## src/rtl/ctrl_pkg.sv

```systemverilog
// Shared types for the control sequencer: opcode constants, FSM state
// encoding, opcode-class payload and the halt-detect helper.
package ctrl_pkg;

    localparam logic [2:0] OP_LOAD   = 3'b011;
    localparam logic [2:0] OP_STORE  = 3'b111;
    localparam logic [2:0] OP_BRANCH = 3'b110;

    typedef enum logic [1:0] {
        ST_IDLE = 2'd0,
        ST_EXEC = 2'd1,
        ST_MEM  = 2'd2,
        ST_HALT = 2'd3
    } state_e;

    typedef struct packed {
        logic alu;
        logic load;
        logic store;
        logic branch;
        logic halt;
    } op_kind_t;

    // True when the low iw bits of inst are all ones.
    function automatic logic is_halt(input logic [63:0] inst, input int unsigned iw);
        logic r;
        r = 1'b1;
        for (int unsigned i = 0; i < 64; i++) begin
            if (i < iw) r = r & inst[i];
        end
        return r;
    endfunction

endpackage

```

## src/rtl/ctrl_sequencer_if.sv

```systemverilog
// Fetch/memory-facing signal bundle of ctrl_sequencer.
// CTRL_SEQ_PERF_EN adds the PerfInst/PerfStall counter outputs.
interface ctrl_sequencer_if #(
    parameter int unsigned IW  = 9,
    parameter int unsigned TSW = 2
);
    logic           InstValid;
    logic [IW-1:0]  Instruction;
    logic           MemDone;
    logic           InstReady;
    logic           RegWrEn;
    logic           MemWrEn;
    logic           MemRdEn;
    logic           LoadInst;
    logic           StoreInst;
    logic           BranchEn;
    logic [TSW-1:0] TargSel;
    logic           Ack;
    logic           MemErr;
`ifdef CTRL_SEQ_PERF_EN
    logic [31:0]    PerfInst;
    logic [31:0]    PerfStall;

    modport master (
        output InstValid, Instruction, MemDone,
        input  InstReady, RegWrEn, MemWrEn, MemRdEn, LoadInst, StoreInst,
               BranchEn, TargSel, Ack, MemErr, PerfInst, PerfStall
    );
    modport slave (
        input  InstValid, Instruction, MemDone,
        output InstReady, RegWrEn, MemWrEn, MemRdEn, LoadInst, StoreInst,
               BranchEn, TargSel, Ack, MemErr, PerfInst, PerfStall
    );
`else
    modport master (
        output InstValid, Instruction, MemDone,
        input  InstReady, RegWrEn, MemWrEn, MemRdEn, LoadInst, StoreInst,
               BranchEn, TargSel, Ack, MemErr
    );
    modport slave (
        input  InstValid, Instruction, MemDone,
        output InstReady, RegWrEn, MemWrEn, MemRdEn, LoadInst, StoreInst,
               BranchEn, TargSel, Ack, MemErr
    );
`endif
endinterface

```

## src/rtl/ctrl_op_class.sv

```systemverilog
// Combinational opcode classifier: alu / load / store / branch / halt.
module ctrl_op_class
    import ctrl_pkg::*;
#(
    parameter int unsigned IW = 9
) (
    input  logic [IW-1:0] inst_i,
    output op_kind_t      kind_c_o
);

    logic [2:0] op;
    assign op = inst_i[IW-1 -: 3];

    // Halt shares the store opcode, so it is excluded from the store class.
    always_comb begin
        kind_c_o        = '0;
        kind_c_o.halt   = is_halt(64'(inst_i), IW);
        kind_c_o.load   = (op == OP_LOAD);
        kind_c_o.store  = (op == OP_STORE) && !kind_c_o.halt;
        kind_c_o.branch = (op == OP_BRANCH);
        kind_c_o.alu    = (op[2:1] != 2'b11) && (op != OP_LOAD);
    end

endmodule

```

## src/rtl/ctrl_sequencer.sv

```systemverilog
// Instruction sequencer FSM (IDLE/EXEC/MEM/HALT) driving registered control strobes.
// Optional feature macro: CTRL_SEQ_PERF_EN (handshake and MEM-stall counters).
module ctrl_sequencer
    import ctrl_pkg::*;
#(
    parameter int unsigned IW     = 9,
    parameter int unsigned TSW    = 2,
    parameter int unsigned MEM_TO = 15
) (
    input  logic              Clk,
    input  logic              Reset,
    ctrl_sequencer_if.slave   bus
);

    localparam int unsigned WW = (MEM_TO > 1) ? $clog2(MEM_TO) : 1;

    state_e         state_q, state_d;
    logic [IW-1:0]  inst_q, inst_d;
    logic [WW-1:0]  wait_q, wait_d;
    logic           wb_q, wb_d;

    logic           rdy_q, rdy_d;
    logic           regwr_q, regwr_d;
    logic           memwr_q, memwr_d;
    logic           memrd_q, memrd_d;
    logic           ld_q, ld_d;
    logic           st_q, st_d;
    logic           br_q, br_d;
    logic           ack_q, ack_d;
    logic           err_q, err_d;
    logic [TSW-1:0] targ_q, targ_d;

    logic           hs;
    logic [IW-1:0]  cls_inst;
    op_kind_t       kind;

    assign hs = bus.InstValid && rdy_q;

    // In IDLE the incoming word is classified so EXEC strobes can be registered
    // at the handshake edge; afterwards the latched word drives decisions.
    assign cls_inst = (state_q == ST_IDLE) ? bus.Instruction : inst_q;

    ctrl_op_class #(.IW(IW)) u_op_class (
        .inst_i   (cls_inst),
        .kind_c_o (kind)
    );

    always_comb begin
        state_d = state_q;
        inst_d  = inst_q;
        wait_d  = wait_q;
        wb_d    = 1'b0;
        regwr_d = 1'b0;
        memwr_d = 1'b0;
        memrd_d = 1'b0;
        ld_d    = 1'b0;
        st_d    = 1'b0;
        br_d    = 1'b0;
        err_d   = 1'b0;
        ack_d   = ack_q;
        targ_d  = targ_q;

        unique case (state_q)
            ST_IDLE: begin
                if (hs) begin
                    inst_d = bus.Instruction;
                    targ_d = bus.Instruction[IW-4 -: TSW];
                    if (kind.halt) begin
                        state_d = ST_HALT;
                        ack_d   = 1'b1;
                    end else begin
                        state_d = ST_EXEC;
                        regwr_d = kind.alu;
                        br_d    = kind.branch;
                    end
                end
            end

            ST_EXEC: begin
                if (kind.load || kind.store) begin
                    state_d = ST_MEM;
                    wait_d  = '0;
                    memrd_d = kind.load;
                    ld_d    = kind.load;
                    memwr_d = kind.store;
                    st_d    = kind.store;
                end else begin
                    state_d = ST_IDLE;
                end
            end

            // wb_q marks the load write-back cycle that follows MemDone.
            ST_MEM: begin
                if (wb_q) begin
                    state_d = ST_IDLE;
                end else if (bus.MemDone) begin
                    if (kind.load) begin
                        wb_d    = 1'b1;
                        regwr_d = 1'b1;
                    end else begin
                        state_d = ST_IDLE;
                    end
                end else if (wait_q == WW'(MEM_TO - 1)) begin
                    err_d   = 1'b1;
                    state_d = ST_IDLE;
                end else begin
                    wait_d  = wait_q + WW'(1);
                    memrd_d = kind.load;
                    ld_d    = kind.load;
                    memwr_d = kind.store;
                    st_d    = kind.store;
                end
            end

            ST_HALT: state_d = ST_HALT;

            default: state_d = ST_IDLE;
        endcase

        rdy_d = (state_d == ST_IDLE);
    end

    always_ff @(posedge Clk) begin
        if (Reset) begin
            state_q <= ST_IDLE;
            inst_q  <= '0;
            wait_q  <= '0;
            wb_q    <= 1'b0;
            rdy_q   <= 1'b1;
            regwr_q <= 1'b0;
            memwr_q <= 1'b0;
            memrd_q <= 1'b0;
            ld_q    <= 1'b0;
            st_q    <= 1'b0;
            br_q    <= 1'b0;
            ack_q   <= 1'b0;
            err_q   <= 1'b0;
            targ_q  <= '0;
        end else begin
            state_q <= state_d;
            inst_q  <= inst_d;
            wait_q  <= wait_d;
            wb_q    <= wb_d;
            rdy_q   <= rdy_d;
            regwr_q <= regwr_d;
            memwr_q <= memwr_d;
            memrd_q <= memrd_d;
            ld_q    <= ld_d;
            st_q    <= st_d;
            br_q    <= br_d;
            ack_q   <= ack_d;
            err_q   <= err_d;
            targ_q  <= targ_d;
        end
    end

    assign bus.InstReady = rdy_q;
    assign bus.RegWrEn   = regwr_q;
    assign bus.MemWrEn   = memwr_q;
    assign bus.MemRdEn   = memrd_q;
    assign bus.LoadInst  = ld_q;
    assign bus.StoreInst = st_q;
    assign bus.BranchEn  = br_q;
    assign bus.Ack       = ack_q;
    assign bus.MemErr    = err_q;
    assign bus.TargSel   = targ_q;

`ifdef CTRL_SEQ_PERF_EN
    logic [31:0] perf_inst_q;
    logic [31:0] perf_stall_q;

    // Saturating counters: handshakes and MEM wait cycles (write-back excluded).
    always_ff @(posedge Clk) begin
        if (Reset) begin
            perf_inst_q  <= '0;
            perf_stall_q <= '0;
        end else begin
            if (hs && !(&perf_inst_q)) perf_inst_q <= perf_inst_q + 32'd1;
            if ((state_q == ST_MEM) && !wb_q && !(&perf_stall_q))
                perf_stall_q <= perf_stall_q + 32'd1;
        end
    end

    assign bus.PerfInst  = perf_inst_q;
    assign bus.PerfStall = perf_stall_q;
`endif

endmodule

```

## src/flat_wrapper.sv

```systemverilog
// flat-port wrapper written by rule: the top's interface ports become plain ports
module ctrl_sequencer_flat import ctrl_pkg::*;
#(
    parameter int unsigned IW     = 9,
    parameter int unsigned TSW    = 2,
    parameter int unsigned MEM_TO = 15
)
  (Clk, Reset, bus_InstValid, bus_Instruction, bus_MemDone, bus_InstReady, bus_RegWrEn, bus_MemWrEn, bus_MemRdEn, bus_LoadInst, bus_StoreInst, bus_BranchEn, bus_TargSel, bus_Ack, bus_MemErr);
  ctrl_sequencer_if #(.IW(IW), .TSW(TSW)) bus_i ();
  input  logic Clk;
  input  logic Reset;
  input wire logic [$bits(bus_i.InstValid)-1:0] bus_InstValid;
  input wire logic [$bits(bus_i.Instruction)-1:0] bus_Instruction;
  input wire logic [$bits(bus_i.MemDone)-1:0] bus_MemDone;
  output wire logic [$bits(bus_i.InstReady)-1:0] bus_InstReady;
  output wire logic [$bits(bus_i.RegWrEn)-1:0] bus_RegWrEn;
  output wire logic [$bits(bus_i.MemWrEn)-1:0] bus_MemWrEn;
  output wire logic [$bits(bus_i.MemRdEn)-1:0] bus_MemRdEn;
  output wire logic [$bits(bus_i.LoadInst)-1:0] bus_LoadInst;
  output wire logic [$bits(bus_i.StoreInst)-1:0] bus_StoreInst;
  output wire logic [$bits(bus_i.BranchEn)-1:0] bus_BranchEn;
  output wire logic [$bits(bus_i.TargSel)-1:0] bus_TargSel;
  output wire logic [$bits(bus_i.Ack)-1:0] bus_Ack;
  output wire logic [$bits(bus_i.MemErr)-1:0] bus_MemErr;
  assign bus_i.InstValid = bus_InstValid;
  assign bus_i.Instruction = bus_Instruction;
  assign bus_i.MemDone = bus_MemDone;
  assign bus_InstReady = bus_i.InstReady;
  assign bus_RegWrEn = bus_i.RegWrEn;
  assign bus_MemWrEn = bus_i.MemWrEn;
  assign bus_MemRdEn = bus_i.MemRdEn;
  assign bus_LoadInst = bus_i.LoadInst;
  assign bus_StoreInst = bus_i.StoreInst;
  assign bus_BranchEn = bus_i.BranchEn;
  assign bus_TargSel = bus_i.TargSel;
  assign bus_Ack = bus_i.Ack;
  assign bus_MemErr = bus_i.MemErr;
  ctrl_sequencer #(.IW(IW), .TSW(TSW), .MEM_TO(MEM_TO)) u_core (.Clk(Clk), .Reset(Reset), .bus(bus_i));
endmodule
```

## config.mk

```make
export PLATFORM = sky130hd
export DESIGN_NAME = ctrl_sequencer_flat
export DESIGN_NICKNAME = d
export VERILOG_FILES = /design/src/rtl/ctrl_pkg.sv /design/src/rtl/ctrl_sequencer_if.sv /design/src/rtl/ctrl_op_class.sv /design/src/rtl/ctrl_sequencer.sv /design/src/flat_wrapper.sv
export SDC_FILE = /design/constraint.sdc
export NUM_CORES = 1
export LEC_CHECK = 0
export ABC_CLOCK_PERIOD_IN_PS = 2700
export CELL_PAD_IN_SITES_DETAIL_PLACEMENT = 0
export CELL_PAD_IN_SITES_GLOBAL_PLACEMENT = 1
export CORE_ASPECT_RATIO = 1.75
export CORE_MARGIN = 4
export CORE_UTILIZATION = 39
export CTS_BUF_LIST = sky130_fd_sc_hd__clkbuf_4
export CTS_CLUSTER_SIZE = 30
export DETAILED_ROUTE_END_ITERATION = 8
export HOLD_SLACK_MARGIN = 0.02
export PLACE_DENSITY_LB_ADDON = 0.1
export SYNTH_ARGS = -nofsm -noshare
export SYNTH_HDL_FRONTEND = slang
export SYNTH_SLANG_ARGS = --single-unit
```

## constraint.sdc

```tcl
create_clock -name Clk -period 2.7 [get_ports Clk]
set_input_delay 0.54 -clock Clk [delete_from_list [all_inputs] [get_ports Clk]]
set_output_delay 0.54 -clock Clk [all_outputs]
set_load 0.05 [all_outputs]
```

==> results by group, run 1 <==
Floorplan
  • Die Area: 4090 µm²
  • Core Rows: 26
  • IO Count: 24
  • Die boundary width: 50.1 µm
  • DIE HEIGHT: 81.6 µm
  • Core Area: 2960 µm²
  • Initial Util: about two fifths

Logic synthesis
  • Main flop type after synthesis: dfxtp_1
  • Synth warn: 0
  • Avg Cell Area, Syn: 8.70 µm²
  • Flops & latches, synth: 23
  • Syn nets: ~160
  • Async set-reset flop share out of synthesis: 0%
  • Post-Syn Area: approximately 1200 µm²
  • Post-Synthesis Cells: 139
  • Post-synthesis sequential area ratio: 38.1%
  • Post-synth EDFFs: 0
  • Cell variety after synth: 39

Placement
  • Pre-CTS WS: 0.349 ns
  • Post-placement cell count: ~200
  • GPL Wtd Cong: a little under 0.8
  • Placed Area: about 1500 µm²
  • DP HPWL: approximately 2300 µm
  • PortBufs: 23

Outcome
  • Status: completed

STA
  • Final Hold Viols: 0
  • Setup violators final: 0
  • TNS Setup: 0 ns
  • Worst Tran Pin Value: 0.504 ns
  • Minimum clock period: ~2.3 ns
  • Unrepaired setup endpoints after global routing: no
  • Max-slew headroom: about two thirds
  • Clk_skew: 0.00532 ns
  • Fin crit share: approximately 85%
  • Final hold slack: 0.461 ns
  • Fin. max-slew vios: 0
  • Final WS setup: approximately 0.4 ns
  • Achievable frequency: between 0.4 and 0.5 GHz

Final layout
  • Nets: 180
  • Post-Route Utilization: 50.3%
  • Non-filler instance count after layout: ~200
  • Design area: about 1500 µm²
  • Register area: around 460 µm²
  • Share of cells above drive strength 1: 8.75%
  • Area occupied by multi-input gates: between 600 and 700 µm²
  • Number of fill cells: just over 300
  • ANT cells: 0
  • Synth-to-layout area growth: 23.1%

Clocking
  • Clk root buf: clkbuf_4
  • H-Tree Depth: 1
  • TritonCTS clock tree: done
  • Total CTS buffers: 3
  • Post-CTS Setup Bufs: 0
  • CTS-repair resized insts: 0
  • Clock Sinks: 23
  • Cts-stage hold buffer count: 0
  • Clk_lat worst skew: 0.32 ns
  • CTS Buffer Depth: 2
  • Clock slew at reported path FFs: around 0.13 ns

Pwr
  • P_leak: a little under 0.6 nW
  • Total power draw: approximately 1.1 mW
  • Worst IR Drop VDD: approximately 0.47 mV
  • Power per standard cell area: between 700 and 800 nW/µm²

Routing
  • Initial drt markers: 30
  • DRT Pass-1 Iters: 4
  • Post-route ant nets: 0
  • WL final: 2960 µm
  • Vias: between 1000 and 1500
  • DR DRC count: 0
  • Routed WL per cell: ~15 µm
  • Vias per Instance: between 5 and 6

Critical path
  • R2R Path Start: u_core.state_q[0]
  • Critical path's slowest cell: or4b_1
  • Cell family with most CP delay: simple AND/OR/NAND/NOR gates
  • Critical path fanouts, max: 12
  • Reg2reg path depth: 7
  • CP arrival: 2.56 ns
  • Crit-path cells: inv_1, ha_1, and4b_1, nand4_1, a31oi_4, or4b_1, a21oi_1
  • Critical path capture point type: register
  • Worst R2R End: u_core.wait_q[1]
  • CP required: roughly 3.0 ns
  • CP startpoint kind: register
  • Crit path kind: register to register
  • R2r setup slk: between 0.4 and 0.5 ns
  • Crit path buffers/inverters: 1
  • Slowest cell delay on critical path: about 0.51 ns

Hold path
  • Worst hold path endpoint: u_core.inst_q[0]
  • HP Class: register to register
  • Hold Crit Depth: 2
  • Worst Hold Launch: u_core.inst_q[0]

GRT
  • Largest net degree at the start of global routing: 13
  • GRT Util Overall: between 15 and 20%
  • Remaining global-route overflow: 0
  • First-pass GRT wire length: 5040 µm
  • Vias in the first global route: 1100
  • Initial antenna violation count: 0

Job
  • Max cap viols: 0
## flip-flops by register name (all words and copies together), names as in the netlist
register and cells:
u_core.bus.MemWrEn 1, u_core.bus.MemErr 1, u_core.bus.MemRdEn 1, u_core.bus.BranchEn 1, u_core.wait_q 4, u_core.bus.InstReady 1
u_core.bus.RegWrEn 1, u_core.wb_q 1, u_core.state_q 2, u_core.inst_q 8, u_core.bus.Ack 1, u_core.bus.TargSel 1
## worst max-delay path by stage
stage / startpoint / end / slack, ns / cells after the start
detailed placement: bus_Instruction[6] / u_core.wait_q[1] / 0.35 / 6
finish: u_core.state_q[0] / u_core.wait_q[1] / 0.40 / 7
global route: u_core.state_q[0] / u_core.wait_q[1] / 0.27 / 7
global placement: bus_Instruction[6] / u_core.wait_q[1] / 0.41 / 6
CTS: u_core.state_q[0] / u_core.wait_q[1] / 0.40 / 7
floorplan: u_core.state_q[0] / u_core.wait_q[1] / 0.81 / 8
## power breakdown
group	switching [mW]	internal (mW)
Combinational	0.323	0.202
Clock	0.106	0.0679
Sequential	0.0471	0.391
Total	0.476	0.661
## metal layers
metal | global-route usage (%) | wire length [µm]
met1 | 15.7 | 1070
met2 | 32.7 | 1730
met3 | 2.90 | 108
met4 | 6.93 | 53
met5 | 0 | 0
## tightest hold or removal path, delay by kind of cell, from the launching register on
kind | cells | cell delay, ns
flops | 1 | 0.33
simple gates | 1 | 0.05
compound gates | 1 | 0.05
## layout make-up
type | count | share of cell area, %
sequential | 23 | 31.0
tap | 42 | 3.53
inverter | 5 | 1.26
multi-input combinational | 102 | 45.2
clock buffer | 4 | 2.02
timing repair buffer | 26 | 17.0
## cell families after synthesis
logic type	count (synthesis)	share of synthesized area [%]
DFF	23	38.1
AOI/OAI and AO/OA	26	15.8
buffers and inverters	14	6.21
and+or+nand+nor	68	32.0
muxes	2	1.66
adders and majority gates	6	6.21
## synth_stat cells (3+ instances only)
cell type / n / share of area (%)
a21oi_1: 13 / 5.4
and3_1: 3 / 1.6
buf_4: 4 / 2.5
clkbuf_1: 4 / 1.2
dfxtp_1: 23 / 38
ha_1: 6 / 6.2
inv_1: 5 / 1.6
nand2_1: 28 / 8.7
nand3_1: 7 / 2.9
nand4_1: 3 / 1.6
nor2_1: 5 / 1.6
nor3_1: 4 / 1.7
## layout by cell type, fill, tap and decap left out, types with 4 or more instances in the layout
master	n
inv_1	5
nand2_1	28
clkdlybuf4s50_1	23
dfxtp_1	23
nor3_1	4
clkbuf_4	4
ha_1	6
nand3_1	7
nor2_1	5
a21oi_1	13
(Power assumes the default switching activity.)
==> inputs of run 2 (changes only) <==
--- a/config.mk
+++ b/config.mk
@@ -10,10 +10,11 @@
 export CELL_PAD_IN_SITES_GLOBAL_PLACEMENT = 1
 export CORE_ASPECT_RATIO = 1.75
 export CORE_MARGIN = 4
-export CORE_UTILIZATION = 39
+export CORE_UTILIZATION = 40
 export CTS_BUF_LIST = sky130_fd_sc_hd__clkbuf_4
 export CTS_CLUSTER_SIZE = 30
 export DETAILED_ROUTE_END_ITERATION = 8
+export DONT_BUFFER_PORTS = 1
 export HOLD_SLACK_MARGIN = 0.02
 export PLACE_DENSITY_LB_ADDON = 0.1
 export SYNTH_ARGS = -nofsm -noshare
==> results by group, run 2 (synthesis gave the netlist of run 1 again) <==
Clocking
  • Clock Sinks: 23 (unchanged)
  • Post-CTS Setup Bufs: 0 (unchanged)
  • CTS-repair resized insts: 0 (unchanged)
  • H-Tree Depth: 1 (unchanged)
  • Clk_lat worst skew: 0.32 ns (about the same)
  • CTS Buffer Depth: 2 (unchanged)
  • Clock slew at reported path FFs: 0.13 ns (about the same)
  • Clk root buf: clkbuf_4
  • TritonCTS clock tree: done
  • Total CTS buffers: 3 (unchanged)
  • Cts-stage hold buffer count: 0 (unchanged)

Final layout
  • Most common cell after layout, fill and taps aside: nand2_1
  • Number of fill cells: 316 (+2.9%)
  • Max reg flops: 8 (unchanged)
  • Largest registers: u_core.inst_q x8, u_core.wait_q x4, u_core.state_q x2
  • Area occupied by multi-input gates: 673 µm² (unchanged)
  • Nets: 156 (-13%)
  • Most frequent cells in the layout: nand2_1, dfxtp_1, a21oi_1, nand3_1, ha_1
  • Post-Route Utilization: 42.1% (-8.2 points)
  • Share of cells above drive strength 1: 9.56% (+0.81 points)
  • ANT cells: 0 (unchanged)
  • Synth-to-layout area growth: 1.97%
  • Design area: 1230 µm² (-17%)
  • Register area: 460 µm² (unchanged)
  • Non-filler instance count after layout: 164 (-19%)
  • Biggest register: u_core.inst_q

Placement
  • GPL Wtd Cong: 0.737 (-7.0%)
  • PortBufs: 0 (-100%)
  • Post-placement cell count: 160 (-19%)
  • DP HPWL: 2240 µm (-4.6%)
  • Placed Area: 1200 µm² (-18%)

Floorplan
  • DIE HEIGHT: 80.7 µm (-1.1%)
  • IO Count: 24 (unchanged)
  • Die boundary width: 49.6 µm (-1.0%)
  • Core Rows: 26 (unchanged)
  • Die Area: 4000 µm² (-2.2%)
  • Core Area: 2930 µm² (-1.1%)
  • Initial Util: 41.3% (+0.45 points)

STA
  • Clk_skew: 0.00148 ns (-0.00384 ns)
  • Max-slew headroom: 37.5% (-29 points)
  • Setup violators final: 0 (unchanged)
  • Achievable frequency: 0.444 GHz (+2.2%)
  • Unrepaired setup endpoints after global routing: no
  • Worst Tran Pin Value: 0.937 ns (+0.432 ns)
  • TNS Setup: 0 ns (unchanged)
  • Minimum clock period: 2.25 ns (-0.0498 ns)
  • Fin. max-slew vios: 0 (unchanged)
  • Fin crit share: 83.3% (-1.8 points)
  • Final Hold Viols: 0 (unchanged)
  • Final hold slack: 0.268 ns (-0.193 ns)

Pwr
  • Power per standard cell area: 877 nW/µm² (+15%)
  • Worst IR Drop VDD: 0.352 mV (-25%)
  • Internal power: 620 µW (-6.2%)
  • Reg power frac: 46.0% (+7.4 points)
  • Combinational share of power: 37.7% (-8.5 points)
  • NetSw: 461 µW (-3.3%)
  • P_leak: 0.492 nW (-15%)
  • Sw frac: 42.6% (+0.75 points)
  • Clock share of power: 16.3% (+1.0 points)

Outcome
  • Status: completed

GRT
  • Initial antenna violation count: 0 (unchanged)
  • Remaining global-route overflow: 0 (unchanged)
  • First-pass GRT wire length: 4820 µm (-4.4%)
  • Largest net degree at the start of global routing: 21 (+8)
  • Vias in the first global route: 1045 (-5.0%)
  • GRT Util Overall: 15.8% (-0.50 points)

Critical path
  • Critical path capture point type: register
  • CP required: 2.96 ns (about the same)
  • CP startpoint kind: register
  • CP arrival: 2.51 ns (-0.05 ns)
  • Crit path kind: register to register
  • Critical path fanouts, max: 12 (unchanged)

Routing
  • DR DRC count: 0 (unchanged)
  • WL final: 2870 µm (-3.2%)
  • Vias per Instance: 6.05 (+14%)
  • Vias: 993 (-7.7%)
  • Routed WL per cell: 17.5 µm (+19%)
  • Initial drt markers: 45 (+50%)
  • Post-route ant nets: 0 (unchanged)
  • DRT Pass-1 Iters: 4 (unchanged)

Hold path
  • HP Class: input pin to register

Job
  • Max cap viols: 0 (unchanged)
-- run 2: changes by cell type in the layout (fill, tap and decap cells not counted) --
cell	delta
clkdlybuf4s50_1	-23
buf_4	-1
-- run 2: path summary, 6_finish.rpt --
| kind | from | endpoint | slack [ns] | depth (start not counted) |
|---|---|---|---|---|
| hold / removal | Reset | u_core.wait_q[1] | 0.27 | 1 |
| setup / recovery | u_core.state_q[0] | u_core.wait_q[1] | 0.45 | 7 |
| setup reg to reg | u_core.state_q[0] | u_core.wait_q[1] | 0.45 | 7 |
| hold reg to reg | u_core.inst_q[0] | u_core.inst_q[0] | 0.46 | 2 |
-- run 2: area by class of cell --
cell class / count / area share, %
multi-input combinational: 102 / 54.6
inverter: 5 / 1.52
sequential: 23 / 37.4
clock buffer: 4 / 2.44
tap: 28 / 2.84
timing repair buffer: 2 / 1.22
-- run 2: power groups by stage --
stage,Sequential [mW],Combinational (mW),Clock [mW]
final,0.497,0.407,0.176
after detailed placement,0.506,0.412,0
after global routing,0.506,0.474,0.185
after global placement,0.507,0.406,0
after CTS,0.498,0.415,0.184
after floorplan,0.471,0.367,0
-- run 2: per-stage QoR --
step / power (mW) / setup slack [ns]
2_1_floorplan: 0.837 / 0.808
3_3_place_gp: 0.912 / 0.546
3_5_place_dp: 0.919 / 0.444
4_1_cts: 1.10 / 0.405
5_1_grt: 1.16 / 0.211
6_report: 1.08 / 0.450
-- run 2: critical path: stages, from the launching register on --
cell	delay, ns
dfxtp_1	0.40
inv_1	0.10
ha_1	0.36
nand4bb_1	0.39
nand3_1	0.22
a31oi_4	0.06
or4b_1	0.51
a21oi_1	0.14
-- run 2: layer usage --
layer	global-route usage (%)	vias to the layer above	routed length, µm
met3	2.41	5	87
met1	15.8	481	1110
li1	-	491	-
met4	7.20	0	59
met5	0	-	0
met2	31.2	16	1610
==> inputs of run 3 (changes only) <==
--- a/config.mk
+++ b/config.mk
@@ -5,7 +5,7 @@
 export SDC_FILE = /design/constraint.sdc
 export NUM_CORES = 1
 export LEC_CHECK = 0
-export ABC_CLOCK_PERIOD_IN_PS = 2700
+export ABC_CLOCK_PERIOD_IN_PS = 2050
 export CELL_PAD_IN_SITES_DETAIL_PLACEMENT = 0
 export CELL_PAD_IN_SITES_GLOBAL_PLACEMENT = 1
 export CORE_ASPECT_RATIO = 1.75
==> constraint.sdc (replaced) <==
create_clock -name Clk -period 2.05 [get_ports Clk]
set_input_delay 0.41 -clock Clk [delete_from_list [all_inputs] [get_ports Clk]]
set_output_delay 0.41 -clock Clk [all_outputs]
set_load 0.05 [all_outputs]
==> results by group, run 3 (synthesis gave the netlist of run 1 again) <==
Routing
  • DRT Pass-1 Iters: 4 (unchanged)
  • WL final: 2920 µm (+1.7%)
  • Vias per Instance: 5.80 (-4.2%)
  • DR DRC count: 0 (unchanged)
  • Post-route ant nets: 0 (unchanged)
  • Routed WL per cell: 16.4 µm (-6.3%)
  • Initial drt markers: 11 (-76%)
  • Vias: 1032 (+3.9%)

Clocking
  • H-Tree Depth: 1 (unchanged)
  • CTS Buffer Depth: 2 (unchanged)
  • Clk_lat worst skew: 0.32 ns (about the same)
  • Clk root buf: clkbuf_4
  • Total CTS buffers: 3 (unchanged)
  • Cts-stage hold buffer count: 0 (unchanged)
  • Clock slew at reported path FFs: 0.13 ns (about the same)
  • Clock Sinks: 23 (unchanged)
  • TritonCTS clock tree: done

Critical path
  • R2r setup slk: 0.16 ns (-0.29 ns)
  • Worst R2R End: u_core.wait_q[1]
  • Crit path kind: register to register
  • R2R Path Start: u_core.state_q[1]
  • CP arrival: 2.16 ns (-0.35 ns)
  • Slowest cell delay on critical path: 0.51 ns (about the same)
  • Critical path fanouts, max: 8 (-4)
  • Crit-path cells: inv_1, ha_4, and4b_1, nand4_1, a31oi_4, or4b_1, a21oi_1
  • Critical path's slowest cell: or4b_1
  • Reg2reg path depth: 7 (unchanged)
  • CP required: 2.31 ns (-0.65 ns)
  • Critical path capture point type: register
  • CP startpoint kind: register

Hold path
  • Hold Crit Depth: 1 (unchanged)
  • Worst Hold Launch: Reset
  • Worst hold path endpoint: u_core.wait_q[1]
  • HP Class: input pin to register

Final layout
  • Largest registers: u_core.inst_q x8, u_core.wait_q x4, u_core.state_q x2
  • Most common cell after layout, fill and taps aside: nand2_1
  • Synth-to-layout area growth: 11.7%
  • Post-Route Utilization: 46.1% (+4.0 points)
  • Biggest register: u_core.inst_q
  • Max reg flops: 8 (unchanged)
  • ANT cells: 0 (unchanged)
  • Nets: 170 (+9.0%)
  • Design area: 1350 µm² (+9.5%)
  • Share of cells above drive strength 1: 19.3% (+9.8 points)
  • Most frequent cells in the layout: nand2_1, dfxtp_1, buf_4, a21oi_1, nand3_1

Placement
  • PortBufs: 0 (unchanged)
  • Placed Area: 1310 µm² (+8.7%)
  • DP HPWL: 2360 µm (+5.3%)
  • GPL Wtd Cong: 0.763 (+3.5%)

STA
  • Clk_skew: 0.00230 ns (+0.000823 ns)
  • Fin. max-slew vios: 0 (unchanged)
  • Max-slew headroom: 65.0% (+28 points)
  • Final Hold Viols: 0 (unchanged)
  • Achievable frequency: 0.528 GHz (+19%)
  • Setup violators final: 0 (unchanged)
  • Worst Tran Pin Value: 0.524 ns (-0.413 ns)
  • Minimum clock period: 1.89 ns (-0.355 ns)
  • Fin crit share: 92.4% (+9.1 points)

Pwr
  • NetSw: 633 µW (+37%)
  • Reg power frac: 38.2% (-7.8 points)
  • Internal power: 891 µW (+44%)
  • Sw frac: 41.5% (-1.1 points)
  • Worst IR Drop VDD: 0.459 mV (+30%)
  • Combinational share of power: 47.6% (+9.9 points)
  • P_leak: 0.563 nW (+14%)
  • Clock share of power: 14.2% (-2.1 points)
  • Power per standard cell area: 1130 nW/µm² (+29%)

GRT
  • GRT Util Overall: 15.8% (-0.071 points)
  • Vias in the first global route: 1053 (+0.77%)
  • First-pass GRT wire length: 4770 µm (-1.2%)
  • Remaining global-route overflow: 0 (unchanged)
  • Initial antenna violation count: 0 (unchanged)
  • Largest net degree at the start of global routing: 21 (unchanged)

Job
  • Max cap viols: 0 (unchanged)

Outcome
  • Status: completed

Floorplan
  • Core Rows: 26 (unchanged)
  • DIE HEIGHT: 80.7 µm (unchanged)
  • IO Count: 24 (unchanged)
  • Die Area: 4000 µm² (unchanged)
  • Initial Util: 41.3% (unchanged)
  • Core Area: 2930 µm² (unchanged)
  • Die boundary width: 49.6 µm (unchanged)
-- run 3: cell types whose count changed in the layout (fill, tap and decap cells not counted) --
cell / change
ha_4: +1
ha_1: -1
clkinv_2: +1
nor2_2: +1
nor2_1: -1
clkbuf_4: -1
buf_4: +14
-- run 3: cell type report --
cell class,instances,area [µm²]
fillers,308,1580
clock inverters,1,5.00
inverters,5,18.8
flip-flops and latches,23,460
well taps,28,35.0
clock buffers,3,22.5
multi-input cells,102,688
repair buffers,16,120
-- run 3: worst max-delay path by stage --
stage	start	endpoint	slack (ns)	cells after the start
after global routing	u_core.state_q[1]	u_core.wait_q[1]	-0.0008	7
final	u_core.state_q[1]	u_core.wait_q[1]	0.16	7
after global placement	u_core.state_q[1]	u_core.wait_q[1]	0.08	7
after detailed placement	u_core.state_q[1]	u_core.wait_q[1]	0.04	7
after CTS	u_core.state_q[1]	u_core.wait_q[1]	0.01	7
after floorplan	u_core.state_q[0]	u_core.wait_q[1]	0.16	8
-- run 3: worst max-delay path, delay by kind of cell (launching register included) --
kind                     cells  cell delay [ns]
flip-flops                   1             0.37
buffers and inverters        1             0.13
AO/OA/AOI/OAI                2             0.27
AND/OR/NAND/NOR              3             0.87
adder cells (fa/ha/maj)      1             0.20
-- run 3: routing by layer --
layer / share of wire [%] / up-vias / routed length (µm) / global-route usage (%)
met5: 0 / - / 0 / 0
met4: 2.1 / 0 / 62 / 7.48
met3: 3.4 / 7 / 99 / 2.60
met2: 57 / 17 / 1650 / 31.0
met1: 38 / 491 / 1100 / 15.4
li1: - / 517 / - / -
-- run 3: what timing repair did --
item / 4_1_cts / 5_1_grt
setup buffers: 0 / 0
gates resized for setup: 0 / 3
endpoints found under the setup margin: 0 / 6
-- run 3: stage by stage --
| stage | TNS [ns] | cells | power (mW) | worst slack [ns] | hold WS [ns] |
|---|---|---|---|---|---|
| final | 0 | 178 | 1.52 | 0.156 | 0.139 |
| after CTS | 0 | 178 | 1.51 | 0.0109 | 0.129 |
| after global routing | -0.000791 | 178 | 1.64 | -0.000791 | 0.115 |
| after global placement | 0 | 174 | 1.28 | 0.0847 | 0.445 |
| after detailed placement | 0 | 174 | 1.29 | 0.0425 | 0.450 |
| after floorplan | 0 | 139 | 1.10 | 0.158 | 0.432 |
-- run 3: power by group through the flow --
stage	Combinational, mW	Clock [mW]	Sequential, mW
6_report	0.726	0.216	0.582
5_1_grt	0.809	0.242	0.593
4_1_cts	0.702	0.226	0.584
3_5_place_dp	0.699	0	0.595
3_3_place_gp	0.691	0	0.594
2_1_floorplan	0.483	0	0.620
